[src/rtl/rf_write_arbiter_pkg.sv]
// Types shared by the register-file write arbiter and the long-latency result port.
package rf_write_arbiter_pkg;

    localparam int XLEN    = 32;
    localparam int REG_AW  = 5;
    localparam int NUM_REG = 1 << REG_AW;

    typedef struct packed {
        logic [REG_AW-1:0] rd;
        logic [XLEN-1:0]   wdata;
    } wb_entry_t;

endpackage

[src/rtl/rf_write_arbiter_wb_fifo.sv]
// Small result buffer for long-latency writebacks; extra pointer bit separates full from empty.
module rf_write_arbiter_wb_fifo
    import rf_write_arbiter_pkg::*;
#(
    parameter int DEPTH = 2
) (
    input  logic      clk,
    input  logic      reset,
    input  logic      push,
    input  wb_entry_t push_data,
    input  logic      pop,
    output wb_entry_t head,
    output logic      full,
    output logic      empty
);

    localparam int AW = (DEPTH > 1) ? $clog2(DEPTH) : 1;

    logic [AW:0] r_wr_ptr;
    logic [AW:0] r_rd_ptr;
    wb_entry_t   r_mem [DEPTH];

    always_ff @(posedge clk) begin
        if (reset) begin
            r_wr_ptr <= '0;
            r_rd_ptr <= '0;
        end else begin
            if (push) r_wr_ptr <= r_wr_ptr + (AW+1)'(1);
            if (pop)  r_rd_ptr <= r_rd_ptr + (AW+1)'(1);
        end
    end

    // Storage carries no reset; the pointers alone define what is valid.
    always_ff @(posedge clk) begin
        if (push) r_mem[r_wr_ptr[AW-1:0]] <= push_data;
    end

    assign head  = r_mem[r_rd_ptr[AW-1:0]];
    assign empty = (r_wr_ptr == r_rd_ptr);
    assign full  = (r_wr_ptr[AW] != r_rd_ptr[AW]) &&
                   (r_wr_ptr[AW-1:0] == r_rd_ptr[AW-1:0]);

endmodule

[src/rtl/rf_write_arbiter.sv]
// Merges pipeline writeback and buffered long-latency results onto the single register
// file write port, and tracks registers still owed by the long-latency unit.
module rf_write_arbiter #(
    parameter int XLEN  = rf_write_arbiter_pkg::XLEN,
    parameter int DEPTH = 2
) (
    input  logic            clk,
    input  logic            reset,
    input  logic            pipe_wen,
    input  logic [4:0]      pipe_rd,
    input  logic [XLEN-1:0] pipe_wdata,
    input  logic            ll_issue,
    input  logic [4:0]      ll_issue_rd,
    input  logic            ll_valid,
    input  logic [4:0]      ll_rd,
    input  logic [XLEN-1:0] ll_wdata,
    output logic            ll_ready,
    input  logic [4:0]      rs1_q,
    input  logic [4:0]      rs2_q,
    input  logic [4:0]      rd_q,
    output logic            rs1_busy,
    output logic            rs2_busy,
    output logic            rd_busy,
    output logic            rf_wen,
    output logic [4:0]      rf_waddr,
    output logic [XLEN-1:0] rf_wdata
);

    import rf_write_arbiter_pkg::*;

    logic            r_wen;
    logic [4:0]      r_waddr;
    logic [XLEN-1:0] r_wdata;
    logic [NUM_REG-1:0] r_sb;

    logic            w_pipe_used;
    logic            w_push;
    logic            w_pop;
    logic            w_full;
    logic            w_empty;
    wb_entry_t       w_push_data;
    wb_entry_t       w_head;
    logic [NUM_REG-1:0] w_sb_set;
    logic [NUM_REG-1:0] w_sb_clr;
    logic [NUM_REG-1:0] w_sb_next;

    // A pipeline write to x0 is dropped and leaves the slot free for the FIFO.
    assign w_pipe_used = pipe_wen && (pipe_rd != 5'd0);
    assign ll_ready    = !reset && !w_full;
    assign w_push      = ll_valid && ll_ready;
    assign w_pop       = !reset && !w_pipe_used && !w_empty;

    assign w_push_data.rd    = ll_rd;
    assign w_push_data.wdata = ll_wdata;

    rf_write_arbiter_wb_fifo #(
        .DEPTH (DEPTH)
    ) u_wb_fifo (
        .clk       (clk),
        .reset     (reset),
        .push      (w_push),
        .push_data (w_push_data),
        .pop       (w_pop),
        .head      (w_head),
        .full      (w_full),
        .empty     (w_empty)
    );

    always_ff @(posedge clk) begin
        if (reset) begin
            r_wen   <= 1'b0;
            r_waddr <= '0;
            r_wdata <= '0;
        end else if (w_pipe_used) begin
            r_wen   <= 1'b1;
            r_waddr <= pipe_rd;
            r_wdata <= pipe_wdata;
        end else if (w_pop) begin
            r_wen   <= (w_head.rd != 5'd0);
            r_waddr <= w_head.rd;
            r_wdata <= w_head.wdata;
        end else begin
            r_wen   <= 1'b0;
        end
    end

    // Set is applied after clear so a same-cycle issue to the popped register stays busy.
    always_comb begin
        w_sb_set = '0;
        w_sb_clr = '0;
        if (ll_issue) w_sb_set[ll_issue_rd] = 1'b1;
        if (w_pop)    w_sb_clr[w_head.rd]   = 1'b1;
        w_sb_next    = (r_sb & ~w_sb_clr) | w_sb_set;
        w_sb_next[0] = 1'b0;
    end

    always_ff @(posedge clk) begin
        if (reset) r_sb <= '0;
        else       r_sb <= w_sb_next;
    end

    assign rs1_busy = r_sb[rs1_q];
    assign rs2_busy = r_sb[rs2_q];
    assign rd_busy  = r_sb[rd_q];

    assign rf_wen   = r_wen;
    assign rf_waddr = r_waddr;
    assign rf_wdata = r_wdata;

endmodule

[config.mk]
export PLATFORM = sky130hd
export DESIGN_NAME = rf_write_arbiter
export DESIGN_NICKNAME = d
export VERILOG_FILES = /design/src/rtl/rf_write_arbiter_pkg.sv /design/src/rtl/rf_write_arbiter_wb_fifo.sv /design/src/rtl/rf_write_arbiter.sv
export SDC_FILE = /design/constraint.sdc
export NUM_CORES = 1
export LEC_CHECK = 0
export BUFFER_PORTS_ARGS = -buffer_cell sky130_fd_sc_hd__buf_2
export CORE_UTILIZATION = 45
export DETAILED_ROUTE_END_ITERATION = 10
export GPL_TIMING_DRIVEN = 0
export PLACE_DENSITY_LB_ADDON = 0.05
export SKIP_CTS_REPAIR_TIMING = 1
export SLEW_MARGIN = 40
export SYNTH_ARGS = -nofsm -noshare
export SYNTH_HDL_FRONTEND = slang
export SYNTH_HIERARCHICAL = 1
export SYNTH_SLANG_ARGS = --single-unit
export TNS_END_PERCENT = 50
[constraint.sdc]
create_clock -name clk -period 9.1 [get_ports clk]
set_clock_uncertainty 0.15 [all_clocks]
set_input_delay 1.82 -clock clk [delete_from_list [all_inputs] [get_ports clk]]
set_output_delay 1.82 -clock clk [all_outputs]
set_load 0.1 [all_outputs]
==> results of run 1 <==
[cell usage after synthesis, types with 6 or more instances]
master     n
a211oi_1  10
a211oi_2  30
a21oi_1    8
a22oi_1    6
clkbuf_1  23
dfxtp_1   74
edfxtp_1  74
inv_1     13
mux2_2     7
mux2_4    30
mux2i_1   61
mux4_2     9
nand2_1   38
nand2b_1   6
nand3_1   11
nand3b_1   6
nor2_1    54
nor2b_1   12
nor3_1    10
o211ai_1   6
o21ai_0   11
o21ai_1   11
o311ai_1  19
o32ai_1    9
[cell usage in the layout, fill, tap and decap left out, types with 11 or more instances in the layout]
cell       instances
o311ai_1          19
nand3_1           11
nor2_1            54
buf_2            139
mux2i_1           61
dfxtp_1           74
o21ai_1           11
nand2_1           38
nor2b_1           11
clkbuf_16         17
o21ai_0           11
edfxtp_1          74
clkbuf_1          21
inv_1             13
a211oi_2          30
mux2_4            30
[stage by stage]
stage,power (mW),instance area [sq um],hold slack (ns),util,cells
after global placement,1.14,8120,0.352,0.528,939
after CTS,1.84,8790,0.372,0.572,974
after global routing,1.89,8790,0.397,0.572,974
after floorplan,1.05,7190,0.320,-,594
final,1.82,8790,0.372,0.572,974
after detailed placement,1.15,8210,0.363,0.534,942
[tightest hold or removal path: stages, from the launching register on]
cell,delay [ns]
dfxtp_1,0.33
inv_1,0.06
o32ai_1,0.08
[state kept, by name, indices dropped and copies added (netlist names), named ones only]
name,flops
r_sb,31
rf_waddr,5
rf_wdata,32
rf_wen,1
u_wb_fifo/r_mem,74
u_wb_fifo/r_rd_ptr,2
u_wb_fifo/r_wr_ptr,2
[cell type report]
cell class / count / area, sq um
buffer: 43 / 256
clock buffer: 17 / 425
clock inverter: 15 / 156
fill: 1306 / 6580
inverter: 13 / 48.8
multi-input combinational: 390 / 3190
sequential: 148 / 3700
tap: 211 / 264
timing repair buffer: 137 / 746
[metal layers]
metal  part of all wire  track usage
met1               0.44        0.319
met2               0.47        0.383
met3              0.065       0.0607
met4              0.021       0.0893
met5                  0            0
[path summary, 6_finish.rpt]
kind | startpoint | end | cells past startpoint
setup / recovery | rs2_q[0] | rs2_busy | 6
hold / removal | r_sb[17] | r_sb[17] | 2
setup reg to reg | register | r_sb[4] | 7
hold reg to reg | r_sb[17] | r_sb[17] | 2
[cell families (layout without fill, tap and decap cells)]
group	count (synthesis)	after routing
flip-flops	148	148
buffers and inverters	56	225
XOR/XNOR	4	4
multiplexers	108	108
AND/OR/NAND/NOR	156	156
AO/OA/AOI/OAI	122	122
[power by group through the flow]
stage          combinational [mW]  clock (mW)  sequential [mW]
2_1_floorplan               0.175           0            0.877
3_3_place_gp                0.376           0            0.762
3_5_place_dp                0.386           0            0.763
4_1_cts                     0.387       0.700            0.748
5_1_grt                     0.409       0.729            0.752
6_report                    0.386       0.689            0.748
==> metrics.md, run 1 <==
| Metric | Value |
|---|---|
| Status | complete, no violations |
| WL/cell | 19.2 um |
| Setup Viol. Count Final | 0 |
| Number of placement rows | 45 |
| Max Cap Viol | 0 |
| Measured slew at the worst slew-check pin | 0.813 ns |
| DIE AREA | 16500 sq um |
| Starting Density | 0.468 |
| Post-Synth XOR/XNOR Area | 0.00487 |
| Bufs on Longest Clock Path | 2 |
| ANT cells | 0 |
| Multiplexer share of the synthesized area | 0.188 |
| Slew headroom | 0.458 |
| Synth Area in Adders | 0 |
| Core ar. | 15400 sq um |
| Setup TNS | 0 ns |
| Sw Pwr | 568 uW |
| Htree depth | 4 |
| Cell taking the most area after synthesis | edfxtp_1 |
| Mapped Cells | 594 |
| Mapped cell area | 7190 sq um |
| Gr ovfl total | 0 |
| Peak supply drop | 0.159 mV |
| Initial DRC count | 431 |
| R2R Setup Slk | 6.68 ns |
| Min-Delay Path Class | register to register |
| Final net count | 849 |
| I/O Buffers | 134 |
| Routed WL | 18700 um |
| CTS clock-pin slew for the worst setup and hold paths | 0.06 ns |
| Overall routing resource usage | 0.241 |
| Final Cycle Share | 0.600 |
| Clock share of power | 0.378 |
| CTS tree | done |
| Pre-CTS setup slack | 3.65 ns |
| Part of the power in combinational logic | 0.212 |
| Register area share after synthesis | 0.515 |
| GP Congestion | 0.873 |
| Final worst slack | 3.64 ns |
| Synth async-reset ratio | 0 |
| Crit path largest cell delay | 0.60 ns |
| Share of cells above drive strength 1 | 0.355 |
| CP max FO | 7 |
| Synth area leaders | edfxtp_1 31%, dfxtp_1 21%, mux2i_1 8.5% |
| WP data required | 7.13 ns |
| Worst Setup Start Kind | input port |
| Leak | 3.47 nW |
| Worst path bufs/invs | 2 |
| Initial DRT Pass Iterations | 5 |
| Post-DRT Antenna Nets | 0 |
| Main combinational cell family by area after synthesis | multiplexers |
| Synth top area share | 0.309 |
| Setup Crit Path Kind | input port to output pin |
| First-pass GRT wire length | 29700 um |
| Drt drc | 0 |
| Die X-Extent | 128 um |
| Detail Placement HPWL | 13400 um |
| Largest net degree at the start of global routing | 31 |
| DR vias/cell | 5.58 |
| Die Ht | 128 um |
| RSZ-0062 raised after global routing | no |
| Area growth syn-to-layout | 22.3% |
| Power Density | 207 nW/um^2 |
| Synth Area in Simple Gates | 0.104 |
| Library cells used by synthesis | 47 |
| YS warnings | 6 |
| Fmax | 183 MHz |
| # clock sinks | 148 |
| Cell Int Power | 1.25 mW |
| Critical Path, Cell by Cell | clkbuf_1 -> mux4_2 -> nand2b_1 -> o211ai_1 -> nand4_1 -> buf_2 |
| Power share of the sequential group | 0.410 |
| Main synth FF type | edfxtp_1 |
| Via count | 5435 |
| CTS buffer count | 17 |
| Clock Tree Root | clkbuf_16 |
| Skew-Pair Late Insertion Delay | 0.42 ns |
| Post-synth EDFFs | 74 |
| Number of register bits inferred by synthesis | 148 |
| Crit-path leading delay family | buffers and inverters |
| Initial antenna violation count | 0 |
| Worst setup EP type | output pin |
| Pins Over Slew Limit | 0 |
| Data arrival, critical path | 3.49 ns |
| Final min period | 5.46 ns |
| Final Hold Viols | 0 |
| Switching share of total power | 0.312 |
| Syn Area/Cell | 12.1 sq um |
| CP max stage cell | mux4_2 |
| Num ports | 141 |
| Vias in the first global route | 5538 |
| Compound-Gate Fraction of Synth Area | 0.145 |
| Syn Nets | 693 |
Note: power is estimated with default switching activity, not from simulation.
==> run 2, diff against run 1 <==
clock period = 4.9 ns   (was 9.1 ns; I/O delays follow)
==> run 2 against run 1 <==
  * Sequential share of layout area rose by 0.13 points
  * Core utilization fell by 0.18 points
  * Hold slack got worse by 0.012 ns
  * Worst setup slack got worse by 2.5 ns
  * Non-clock buffer count rose by 1
  * Register-to-register slack got worse by 4.2 ns
  * Combinational power rose by 85%
  * Cell area fell by 0.31%
  * Clock power rose by 77%
  * First-iteration DRC count fell by 14%
  * Critical endpoint unchanged
==> metrics.md, run 2 (synthesis results as in run 1) <==
| Metric | Value |
|---|---|
| Bufs on Longest Clock Path | 2 |
| CTS tree | done |
| GP Congestion | 0.956 |
| Power Density | 380 nW/um^2 |
| CTS buffer count | 17 |
| DIE AREA | 16500 sq um |
| Data arrival, critical path | 2.65 ns |
| Setup TNS | 0 ns |
| Detail Placement HPWL | 13300 um |
| Initial DRC count | 369 |
| Via count | 5451 |
| Min-Delay Path Class | register to register |
| Pins Over Slew Limit | 0 |
| Fin Hold WS | 0.360 ns |
| Initial DRT Pass Iterations | 5 |
| Die X-Extent | 128 um |
| Measured slew at the worst slew-check pin | 0.818 ns |
| Gr ovfl total | 0 |
| RSZ-0062 raised after global routing | no |
| Num ports | 141 |
| Skew-Pair Late Insertion Delay | 0.41 ns |
| Worst setup EP type | output pin |
| Core ar. | 15400 sq um |
| Post-route cell area | 8760 sq um |
| WP data required | 3.77 ns |
| Leak | 3.44 nW |
| Status | complete, no violations |
| Initial antenna violation count | 0 |
| Clock Tree Root | clkbuf_16 |
| Fmax | 265 MHz |
| CTS clock-pin slew for the worst setup and hold paths | 0.06 ns |
| Max Cap Viol | 0 |
| I/O Buffers | 134 |
| # clock sinks | 148 |
| Starting Density | 0.468 |
| Setup Crit Path Kind | input port to output pin |
| Flip-flop count of the largest register after layout | 74 |
| CP max FO | 7 |
| Final Hold Viols | 0 |
| Post-DRT Antenna Nets | 0 |
| Placement Cell Area | 8210 sq um |
| Final min period | 3.78 ns |
| Number of placement rows | 45 |
| Area growth syn-to-layout | 21.9% |
| ANT cells | 0 |
| Final Cycle Share | 0.770 |
| Slew headroom | 0.455 |
| Overall routing resource usage | 0.231 |
| Vias in the first global route | 5548 |
| Routed WL | 18500 um |
| Largest net degree at the start of global routing | 34 |
| Share of cells above drive strength 1 | 0.352 |
| Most frequent cells in the layout | 139 x buf_2, 74 x dfxtp_1, 74 x edfxtp_1 |
| DR vias/cell | 5.59 |
| Worst Setup Start Kind | input port |
| Setup Viol. Count Final | 0 |
| Die Ht | 128 um |
| First-pass GRT wire length | 28900 um |
| WL/cell | 19.0 um |
| Peak supply drop | 0.276 mV |
| Htree depth | 4 |
| Fillers | 1365 |
| Commonest non-fill, non-tap cell in the layout | buf_2 |
| Drt drc | 0 |
| Final net count | 850 |
run 2: changes by cell type in the layout (fill, tap and decap cells not counted), moves of 2 or more:
cell | before | now
clkbuf_1 | 21 | 24
clkinvlp_4 | 3 | 5
clkbuf_2 | 2 | 0
clkinv_2 | 3 | 1
run 2: final timing paths:
path | start | to | slack [ns] | cells past startpoint
setup / recovery | rs2_q[0] | rs2_busy | 1.12 | 6
hold reg to reg | r_sb[18] | r_sb[18] | 0.36 | 2
hold / removal | r_sb[18] | r_sb[18] | 0.36 | 2
setup reg to reg | u_wb_fifo/r_wr_ptr[0] | rf_wdata[28] | 2.52 | 6
run 2: per-layer routing:
| layer | up-vias | routed length [um] | track usage |
|---|---|---|---|
| met5 | - | 0 | 0 |
| met4 | 0 | 249 | 0.0761 |
| met3 | 21 | 1300 | 0.0628 |
| met2 | 189 | 8840 | 0.384 |
| met1 | 2675 | 8090 | 0.292 |
| li1 | 2566 | - | - |
run 2: worst max-delay path: stages:
cell and delay (ns):
clkbuf_1 0.35, mux4_2 0.58, nand2b_1 0.17, o2111ai_1 0.13
nand4_1 0.12, buf_2 0.31
run 2: layout make-up:
cell class	instances	area [sq um]	area share
Tap cell	211	264	0.0301
Multi-Input combinational cell	390	3190	0.364
Clock inverter	14	129	0.0147
Inverter	13	48.8	0.00557
Clock buffer	18	429	0.0490
Buffer	43	254	0.0290
Timing Repair Buffer	138	744	0.0850
Sequential cell	148	3700	0.423
run 2: where the power goes:
group	internal [mW]	switching, mW
Sequential	1.36	0.0275
Combinational	0.216	0.497
Clock	0.702	0.522
run 2: metrics by stage:
stage | std cells | util | setup slack [ns] | total power, mW
floorplan | 594 | - | 0.519 | 1.95
global placement | 939 | 0.529 | 0.650 | 2.11
detailed placement | 943 | 0.534 | 1.13 | 2.13
CTS | 975 | 0.570 | 1.13 | 3.35
global route | 975 | 0.570 | 1.06 | 3.44
finish | 975 | 0.570 | 1.12 | 3.33
